### config.mk
export PLATFORM = sky130hd
export DESIGN_NAME = dls_fault_ctrl
export DESIGN_NICKNAME = d
export VERILOG_FILES = /design/src/rtl/dls_pkg.sv /design/src/rtl/dls_cycle_timer.sv /design/src/rtl/dls_fault_ctrl.sv
export SDC_FILE = /design/constraint.sdc
export NUM_CORES = 1
export LEC_CHECK = 0
export CORE_UTILIZATION = 43
export CTS_CLUSTER_SIZE = 28
export DETAILED_ROUTE_END_ITERATION = 6
export GPL_TIMING_DRIVEN = 0
export PLACE_DENSITY = 0.72
export SYNTH_ARGS = -nofsm -noshare
export SYNTH_HDL_FRONTEND = slang
export SYNTH_SLANG_ARGS = --single-unit
### constraint.sdc
create_clock -name HCLK -period 5.2 [get_ports HCLK]
set_input_delay 0.78 -clock HCLK [delete_from_list [all_inputs] [get_ports HCLK]]
set_output_delay 0.78 -clock HCLK [all_outputs]
set_load 0.05 [all_outputs]
### src/rtl/dls_pkg.sv
`timescale 1ns/1ps
`default_nettype none
// ============================================================================
// Module   : dls_pkg
// Brief    : Shared types and helpers for the dual-lockstep fault controller.
// Revision : 1.0 - initial release
// ============================================================================
package dls_pkg;

    localparam int STATE_W = 3;

    typedef enum logic [STATE_W-1:0] {
        IDLE       = 3'd0,
        MONITOR    = 3'd1,
        CONFIRM    = 3'd2,
        RESET_PAIR = 3'd3,
        SETTLE     = 3'd4,
        FAILED     = 3'd5
    } dls_state_t;

    // Bits needed to hold any value in 0..max_val (never less than one).
    function automatic int dls_width(input int max_val);
        return (max_val < 2) ? 1 : $clog2(max_val + 1);
    endfunction

endpackage
`default_nettype wire

### src/rtl/dls_cycle_timer.sv
`timescale 1ns/1ps
`default_nettype none
// ============================================================================
// Module   : dls_cycle_timer
// Brief    : Loadable down-counter; o_expire is high while the count is zero.
// Revision : 1.0 - initial release
// ============================================================================
module dls_cycle_timer #(
    parameter int W = 4
) (
    input  logic         clk,
    input  logic         rst,
    input  logic         i_load,
    input  logic [W-1:0] i_load_val,
    input  logic         i_run,
    output logic         o_expire
);

    logic [W-1:0] r_count;

    always_ff @(posedge clk or posedge rst) begin
        if (rst) begin
            r_count <= '0;
        end else if (i_load) begin
            r_count <= i_load_val;
        end else if (i_run && (r_count != '0)) begin
            r_count <= r_count - 1'b1;
        end
    end

    assign o_expire = (r_count == '0);

endmodule
`default_nettype wire

### src/rtl/dls_fault_ctrl.sv
`timescale 1ns/1ps
`default_nettype none
// ============================================================================
// Module   : dls_fault_ctrl
// Brief    : Debounce, pair-reset and retry sequencer for the lockstep VGA pair.
//            Optional DLS_FAULT_LOG_EN adds ERR_TOTAL / FIRST_ERR_TS logging.
// Revision : 1.0 - initial release
// ============================================================================
module dls_fault_ctrl #(
    parameter  int DEBOUNCE      = 4,
    parameter  int RST_CYCLES    = 8,
    parameter  int SETTLE_CYCLES = 16,
    parameter  int MAX_RETRIES   = 3,
    parameter  int CLEAN_CYCLES  = 1024,
    localparam int RETRY_W       = $clog2(MAX_RETRIES + 1)
) (
    input  logic               HCLK,
    input  logic               HRESET,
    input  logic               ENABLE,
    input  logic               DLS_ERROR,
    input  logic               CLR_FAULT,
    output logic               PAIR_RESET,
    output logic               COMP_MASK,
    output logic               FAULT_IRQ,
    output logic               FAILED,
    output logic [RETRY_W-1:0] RETRY_CNT,
    output logic [2:0]         STATE
`ifdef DLS_FAULT_LOG_EN
    ,
    output logic [15:0]        ERR_TOTAL,
    output logic [31:0]        FIRST_ERR_TS
`endif
);

    import dls_pkg::*;

    localparam int c_ERR_W = dls_width(DEBOUNCE);
    localparam int c_TMR_W = dls_width(((RST_CYCLES > SETTLE_CYCLES) ? RST_CYCLES : SETTLE_CYCLES) - 1);
    localparam int c_CLN_W = dls_width(CLEAN_CYCLES - 1);

    dls_state_t          r_state;
    dls_state_t          w_next;
    logic [c_ERR_W-1:0]  r_err_cnt;
    logic [c_ERR_W-1:0]  w_err_next;
    logic [RETRY_W-1:0]  r_retry;
    logic [RETRY_W-1:0]  w_retry_eff;
    logic [RETRY_W-1:0]  w_retry_next;
    logic                w_declare;
    logic                w_tmr_load;
    logic [c_TMR_W-1:0]  w_tmr_val;
    logic                w_tmr_exp;
    logic                w_cln_load;
    logic                w_cln_exp;
    logic                w_cln_clear;

    // A same-cycle clear takes precedence over the stored count for the retry decision.
    assign w_retry_eff = CLR_FAULT ? '0 : r_retry;

    always_comb begin
        w_next     = r_state;
        w_err_next = '0;
        w_declare  = 1'b0;
        w_tmr_load = 1'b0;
        w_tmr_val  = c_TMR_W'(RST_CYCLES - 1);
        case (r_state)
            IDLE: begin
                if (ENABLE) w_next = MONITOR;
            end
            MONITOR: begin
                if (DLS_ERROR) begin
                    if (DEBOUNCE == 1) begin
                        w_declare = 1'b1;
                    end else begin
                        w_next     = CONFIRM;
                        w_err_next = c_ERR_W'(1);
                    end
                end
            end
            CONFIRM: begin
                if (DLS_ERROR) begin
                    w_err_next = r_err_cnt + 1'b1;
                    if (w_err_next == c_ERR_W'(DEBOUNCE)) w_declare = 1'b1;
                end else begin
                    w_next = MONITOR;
                end
            end
            RESET_PAIR: begin
                if (w_tmr_exp) begin
                    w_next     = SETTLE;
                    w_tmr_load = 1'b1;
                    w_tmr_val  = c_TMR_W'(SETTLE_CYCLES - 1);
                end
            end
            SETTLE: begin
                if (w_tmr_exp) w_next = MONITOR;
            end
            dls_pkg::FAILED: begin
                if (CLR_FAULT) w_next = IDLE;
            end
            default: w_next = IDLE;
        endcase

        if (w_declare) begin
            w_tmr_load = 1'b1;
            if (w_retry_eff < RETRY_W'(MAX_RETRIES)) w_next = RESET_PAIR;
            else                                      w_next = dls_pkg::FAILED;
        end

        // Supervision off abandons any sequence; a latched fault ignores ENABLE.
        if (!ENABLE && (r_state != dls_pkg::FAILED)) begin
            w_next    = IDLE;
            w_declare = 1'b0;
        end
    end

    assign w_cln_load  = (r_state != MONITOR) || DLS_ERROR || w_cln_exp;
    assign w_cln_clear = (r_state == MONITOR) && ENABLE && !DLS_ERROR && w_cln_exp;

    always_comb begin
        w_retry_next = r_retry;
        if (CLR_FAULT || w_cln_clear) w_retry_next = '0;
        if (w_declare && (w_next == RESET_PAIR)) w_retry_next = w_retry_eff + 1'b1;
    end

    always_ff @(posedge HCLK or posedge HRESET) begin
        if (HRESET) begin
            r_state    <= IDLE;
            r_err_cnt  <= '0;
            r_retry    <= '0;
            PAIR_RESET <= 1'b0;
            COMP_MASK  <= 1'b0;
            FAULT_IRQ  <= 1'b0;
            FAILED     <= 1'b0;
        end else begin
            r_state    <= w_next;
            r_err_cnt  <= w_err_next;
            r_retry    <= w_retry_next;
            PAIR_RESET <= (w_next == RESET_PAIR);
            COMP_MASK  <= (w_next == RESET_PAIR) || (w_next == SETTLE);
            FAULT_IRQ  <= w_declare;
            FAILED     <= (w_next == dls_pkg::FAILED);
        end
    end

    assign STATE     = r_state;
    assign RETRY_CNT = r_retry;

    dls_cycle_timer #(.W(c_TMR_W)) u_seq_tmr (
        .clk        (HCLK),
        .rst        (HRESET),
        .i_load     (w_tmr_load),
        .i_load_val (w_tmr_val),
        .i_run      (1'b1),
        .o_expire   (w_tmr_exp)
    );

    dls_cycle_timer #(.W(c_CLN_W)) u_clean_tmr (
        .clk        (HCLK),
        .rst        (HRESET),
        .i_load     (w_cln_load),
        .i_load_val (c_CLN_W'(CLEAN_CYCLES - 1)),
        .i_run      (1'b1),
        .o_expire   (w_cln_exp)
    );

`ifdef DLS_FAULT_LOG_EN
    logic [31:0] r_cyc;
    logic        r_ts_valid;

    always_ff @(posedge HCLK or posedge HRESET) begin
        if (HRESET) begin
            r_cyc        <= '0;
            r_ts_valid   <= 1'b0;
            ERR_TOTAL    <= '0;
            FIRST_ERR_TS <= '0;
        end else begin
            r_cyc <= r_cyc + 32'd1;
            if (w_declare && (ERR_TOTAL != 16'hFFFF)) ERR_TOTAL <= ERR_TOTAL + 16'd1;
            if (w_declare && (!r_ts_valid || CLR_FAULT)) begin
                FIRST_ERR_TS <= r_cyc;
                r_ts_valid   <= 1'b1;
            end else if (CLR_FAULT) begin
                FIRST_ERR_TS <= '0;
                r_ts_valid   <= 1'b0;
            end
        end
    end
`endif

endmodule
`default_nettype wire

======== Word-level counts from Yosys, hierarchy flattened ========
Cells that the tools add are included.
Widths: inputs -> output; s select.
operators by class
  $add $sub $neg .......................... 4
  order comparisons ....................... 1
  eq/ne operators ......................... 11
  multiplexer cells ....................... 29
  reduce and logical (&&, ||, !) cells .... 19
operators by type and width
  operator               number
  $mux 3                 10
  $mux 10                2
  $pmux 3 s6             1
  $mux 4                 4
  $eq 3x3->1 const B     5
  $logic_not 10->1       1
  $reduce_bool 10->1     1
  $sub 10x1->10 const B  1
  $eq 3x2->1 const B     3
  $mux 1                 8
  $mux 2                 3
  $pmux 3 s2             1
  $reduce_bool 2->1      3
  $logic_and 1x1->1      5
  $logic_not 4->1        1
  $logic_or 1x1->1       4
  $reduce_bool 4->1      1
  $sub 4x1->4 const B    1
  $add 3x1->3 const B    1
  $eq 3x1->1 const B     1
  $logic_not 3->1        1
  $ne 3x1->1 const B     1
  $ne 3x3->1 const B     1
  $add 2x1->2 const B    1
  other kinds (2)        3
storage, ports and cells
  bits in registers ....................... 26
  input port bits ......................... 5
  output and inout port bits .............. 9
  logic and storage cells ................. 73

======== Depth between registers and ports, before layout ========
  depth in word-level cells ............... 10
  mapped depth ............................ 7
  gate-level depth less buffers ........... 7

======== Modules after synthesis ========
A second synthesis with hierarchy kept.
unflattened totals
  cell total of the unflattened synthesis .. 172
  area, all modules ....................... 1670.4 sq um
modules (own cells, without submodules)
  module                         instances  cells an instance  area an instance (sq um)  sequential area each (sq um)
  dls_fault_ctrl                 1          69                 753.2                     300.3
  dls_cycle_timer (u_clean_tmr)  1          75                 655.6                     250.2
  dls_cycle_timer (u_seq_tmr)    1          28                 261.5                     100.1

======== Worst setup path after synthesis ========
OpenSTA, ideal clock, no wires.
  path kind ............................... register to register
  start point ............................. reg r_state[0] (netlist: STATE[0])
  end point ............................... reg u_clean_tmr.r_count[4]
  library setup time ...................... 0.124 ns
  data arrival time ....................... 1.652 ns
  required time ........................... 5.076 ns
  setup slack ............................. 3.424 ns
  cell stages (with the launch flop) ...... 6
  buffers on the path ..................... 2
  clock period less this slack ............ 1.776 ns
  cell sequence ........................... dfrtp_1 buf_2 nor4b_1 nor2b_1 buf_6 nand3_1
between the ends
  longest elaborated chain between the ends .. 4
  elaborated cells on any way between the ends .. 5
  classes of those cells .................. eq/ne: 1; mux: 1; reduce/logical: 3
ends and longest elaborated chain
  element                                       line                   source
  from (decl)                                   dls_fault_ctrl.sv:41   dls_state_t r_state;
  from (signal assigned)                        dls_fault_ctrl.sv:135  r_state <= w_next;
  $ne 3x1->1 (*)                                dls_fault_ctrl.sv:116  assign w_cln_load = (r_state != MONITOR) || DLS_ERROR || w_cln_exp;
  $logic_or 1x1->1 (*) (2 in series)            dls_fault_ctrl.sv:116
  $mux 10 or $reduce_bool 2->1 (tied branches)  -
  to (signal assigned)                          dls_cycle_timer.sv:25  r_count <= i_load_val;
  to (signal assigned)                          dls_cycle_timer.sv:27  r_count <= r_count - 1'b1;
  to (decl)                                     dls_cycle_timer.sv:19  logic [W-1:0] r_count;
Mark *: on every way between the ends. The rest lies on a longest branch, timed or not.
A chain may end at the register's enable or synchronous reset.

======== Worst setup path in the final report ========
  start point ............................. reg r_state[0] (netlist: STATE[0])
  end point ............................... out STATE[0]
RTL lines
  element    line                  source
  to (decl)  dls_fault_ctrl.sv:27  output logic [2:0] STATE
No word-level cell between the ends.

==> impl_results.md <==
- IO buf count: 13
- Cell Chain, Critical Path: clkdlybuf4s50_1
- Worst IR Drop VDD: 0.000227 V
- Die area: around 0.0034 mm2
- YS warnings: 0
- Worst-path clk slew: 0.13 ns
- Crit start category: flop
- Initial Util: between 40% and 50%
- Detail Placement HPWL: approximately 1.8 mm
- Pre-antenna DRT Iters: 4
- Grt ovf: 0
- Commonest non-fill, non-tap cell in the layout: dfrtp_1
- Final #Nets: 168
- CTS H-tree depth: 1
- Post-synth EDFFs: 0
- Delay-heaviest family, CP: buffers and inverters
- Predominant post-synthesis flop cell: dfrtp_1
- Bufs and invs on worst path: 1
- Status: complete, no violations
- # rows: 20
- Yosys top cell by area: dfrtp_1
- Vias in the first global route: 1,022
- Non-Filler Instances: 201
- Post-cts gate resize count: 0
- Critical Path Start: STATE[0]
- Fin crit period: approximately 2.3 ns
- Hold Path Class: flop to flop
- CP max-delay cell: clkdlybuf4s50_1
- Worst hold start: u_clean_tmr.r_count[0]
- Worst-skew pair later-pin latency: around 0.32 ns
- Num CTS Buffers: 3
- Reg2reg setup slack: 3.34 ns
- TritonCTS clock tree: built
- DR DRC count: 0
- Clk sink count: 26
- Worst stage delay on the critical path: 0.82 ns
- Post-Syn Area: 0.00137 mm2
- DR vias: about 1,000
- Final setup TNS: 0 ns
- DR vias/cell: around 5.0
- IO Count: 14
- Cts hold-fix bufs: 0
- Clock skew: 0.00437 ns
- Fin. max-slew vios: 0
- WS Path Type: flop to primary output
- DIE WIDTH: 58.4 um
- Setup crit end: STATE[0]
- Worst slew pin tran: ~0.96 ns
- Cell variety after synth: 39
- Syn Area/Cell: 9.79 um2
- Max clock buf depth: 2
- Crit Path Max Fanout: 5
- Post-CTS setup buffers: 0
- DR iter-0 viols: 14
- Routed len/inst: 12.0 um
- Final hold violations: 0
- PwrDens: 314 mW/mm2
- R2r endpoint: COMP_MASK
- Worst hold slack: 0.468 ns
- Root Driver: clkbuf_4
- Gp weighted congestion: between 0.8 and 0.9
- Reg2reg start: u_seq_tmr.r_count[0]
- FMAX: 426 MHz
- Register area share after synthesis: approximately 47%
- Slew HR: 36.3%
- Mapped Cells: 140
- Post-Syn Nets: 150
- Area Growth Syn to Fin: 17.4%
- Initial antenna violation count: 0
- RSZ-0062 raised after global routing: no
- FFs w/ async S/R, synth: 100%
- Placed Instances: ~200
- Number of diodes: 0
- Cell depth of the worst setup path: 1
- Final ANT Viol Nets: 0
- Largest net degree at the start of global routing: 27
- Max Cap Violations: 0
- FF+latch count, synth: 26
- Layout cells sized above 1: 10.2%
- Top-area cell type share of the netlist area: 47.5%
- Worst-case reg-to-reg path depth: 6
- Largest cells by area after synthesis: dfrtp_1 (47%), nand2_1 (4.7%), ha_1 (4.6%)
- Critical Path RT: about 4.4 ns
- WP data arrival: 1.57 ns
- Total wire length: 2.41 mm
- Leakage: between 0.6 and 0.7 nW
- Ratio of final minimum period to clock period: around 45%
- Most frequent cells in the layout: dfrtp_1 (26), nand2_1 (17), clkdlybuf4s50_1 (13), nor2_1 (12), inv_1 (12)
- First-pass GRT wire length: 4.28 mm
- CP endpoint kind: primary output
- Die height: 58.4 um
- Setup-failing EPs final: 0
- Core Area: 0.00303 mm2
- GRT Util Overall: 16.4%
worst register-to-register path, delay by kind of cell (launching register included):
kind                     cells  cell delay (ns)
buffers and inverters        1             0.09
AND/OR/NAND/NOR              2             0.51
adder cells (fa/ha/maj)      1             0.22
AO/OA/AOI/OAI                1             0.39
flip-flops                   1             0.40
multiplexers                 1             0.13
cell usage after synthesis (2+ instances only):
| cell | count |
|---|---|
| or3_4 | 2 |
| a31oi_1 | 2 |
| nand4b_1 | 2 |
| inv_1 | 12 |
| xnor2_1 | 7 |
| xor2_1 | 2 |
| nand2_1 | 17 |
| o21ai_1 | 2 |
| nor3_1 | 2 |
| nand2b_1 | 3 |
| nand3b_1 | 3 |
| buf_2 | 2 |
| dfrtp_1 | 26 |
| nand3_1 | 6 |
| nor2_1 | 12 |
| o21ai_0 | 3 |
| nor3_2 | 2 |
| ha_1 | 5 |
| and2_1 | 3 |
| a21oi_1 | 4 |
| nor2b_1 | 5 |
metrics by stage:
stage               total power, mW  setup slack (ns)  utilization, %  area, um2
floorplan                     0.341              3.42               -       1370
global placement              0.367              2.81            51.4       1560
detailed placement            0.375              2.77            51.4       1560
CTS                           0.515              2.83            53.1       1610
global route                  0.540              2.78            53.1       1610
finish                        0.505              2.85            53.1       1610
metal layers:
metal | global-route usage, % | vias up | routed length (um)
met5 | 0 | - | 0
met4 | 6.12 | 0 | 38
met3 | 5.27 | 7 | 81
met2 | 30.2 | 13 | 1260
met1 | 17.3 | 486 | 1030
li1 | - | 506 | -
power breakdown:
part	internal (mW)	switching, mW	leakage (nW)
clock network	0.0780	0.0578	0.0279
registers	0.224	0.0176	0.302
logic	0.0556	0.0718	0.353
total	0.357	0.147	0.683
worst min-delay path by stage:
| stage | endpoint | slack, ns | cells past startpoint |
|---|---|---|---|
| after floorplan | u_clean_tmr.r_count[0] | 0.43 | 1 |
| after global placement | u_clean_tmr.r_count[0] | 0.44 | 1 |
| after detailed placement | u_clean_tmr.r_count[0] | 0.46 | 1 |
| after CTS | u_clean_tmr.r_count[0] | 0.48 | 1 |
| after global routing | u_clean_tmr.r_count[0] | 0.50 | 1 |
| final | u_clean_tmr.r_count[0] | 0.47 | 1 |
flip-flops by register name (all words and copies together) (netlist names):
signal / count
FAULT_IRQ: 1
u_seq_tmr.r_count: 4
RETRY_CNT: 2
STATE: 3
PAIR_RESET: 1
COMP_MASK: 1
u_clean_tmr.r_count: 10
FAILED: 1
r_err_cnt: 3
logic make-up (layout without fill, tap and decap cells):
logic type | Yosys count | in the layout | synth area share, %
flip-flops | 26 | 26 | 47.5
AND/OR/NAND/NOR | 68 | 68 | 29.8
AO/OA/AOI/OAI | 15 | 15 | 6.58
adder cells (fa/ha/maj) | 5 | 5 | 4.57
XOR/XNOR | 9 | 9 | 5.75
buffers and inverters | 16 | 33 | 5.11
multiplexers | 1 | 1 | 0.731
final cells by class:
cell class,count,area [um2]
plain buffers,4,25.0
clock buffers,3,22.5
clock inverters,1,30.0
fillers,288,1420
inverters,12,45.0
multi-input cells,98,649
flip-flops and latches,26,651
well taps,44,55.1
repair buffers,13,130
(Power assumes the default switching activity.)
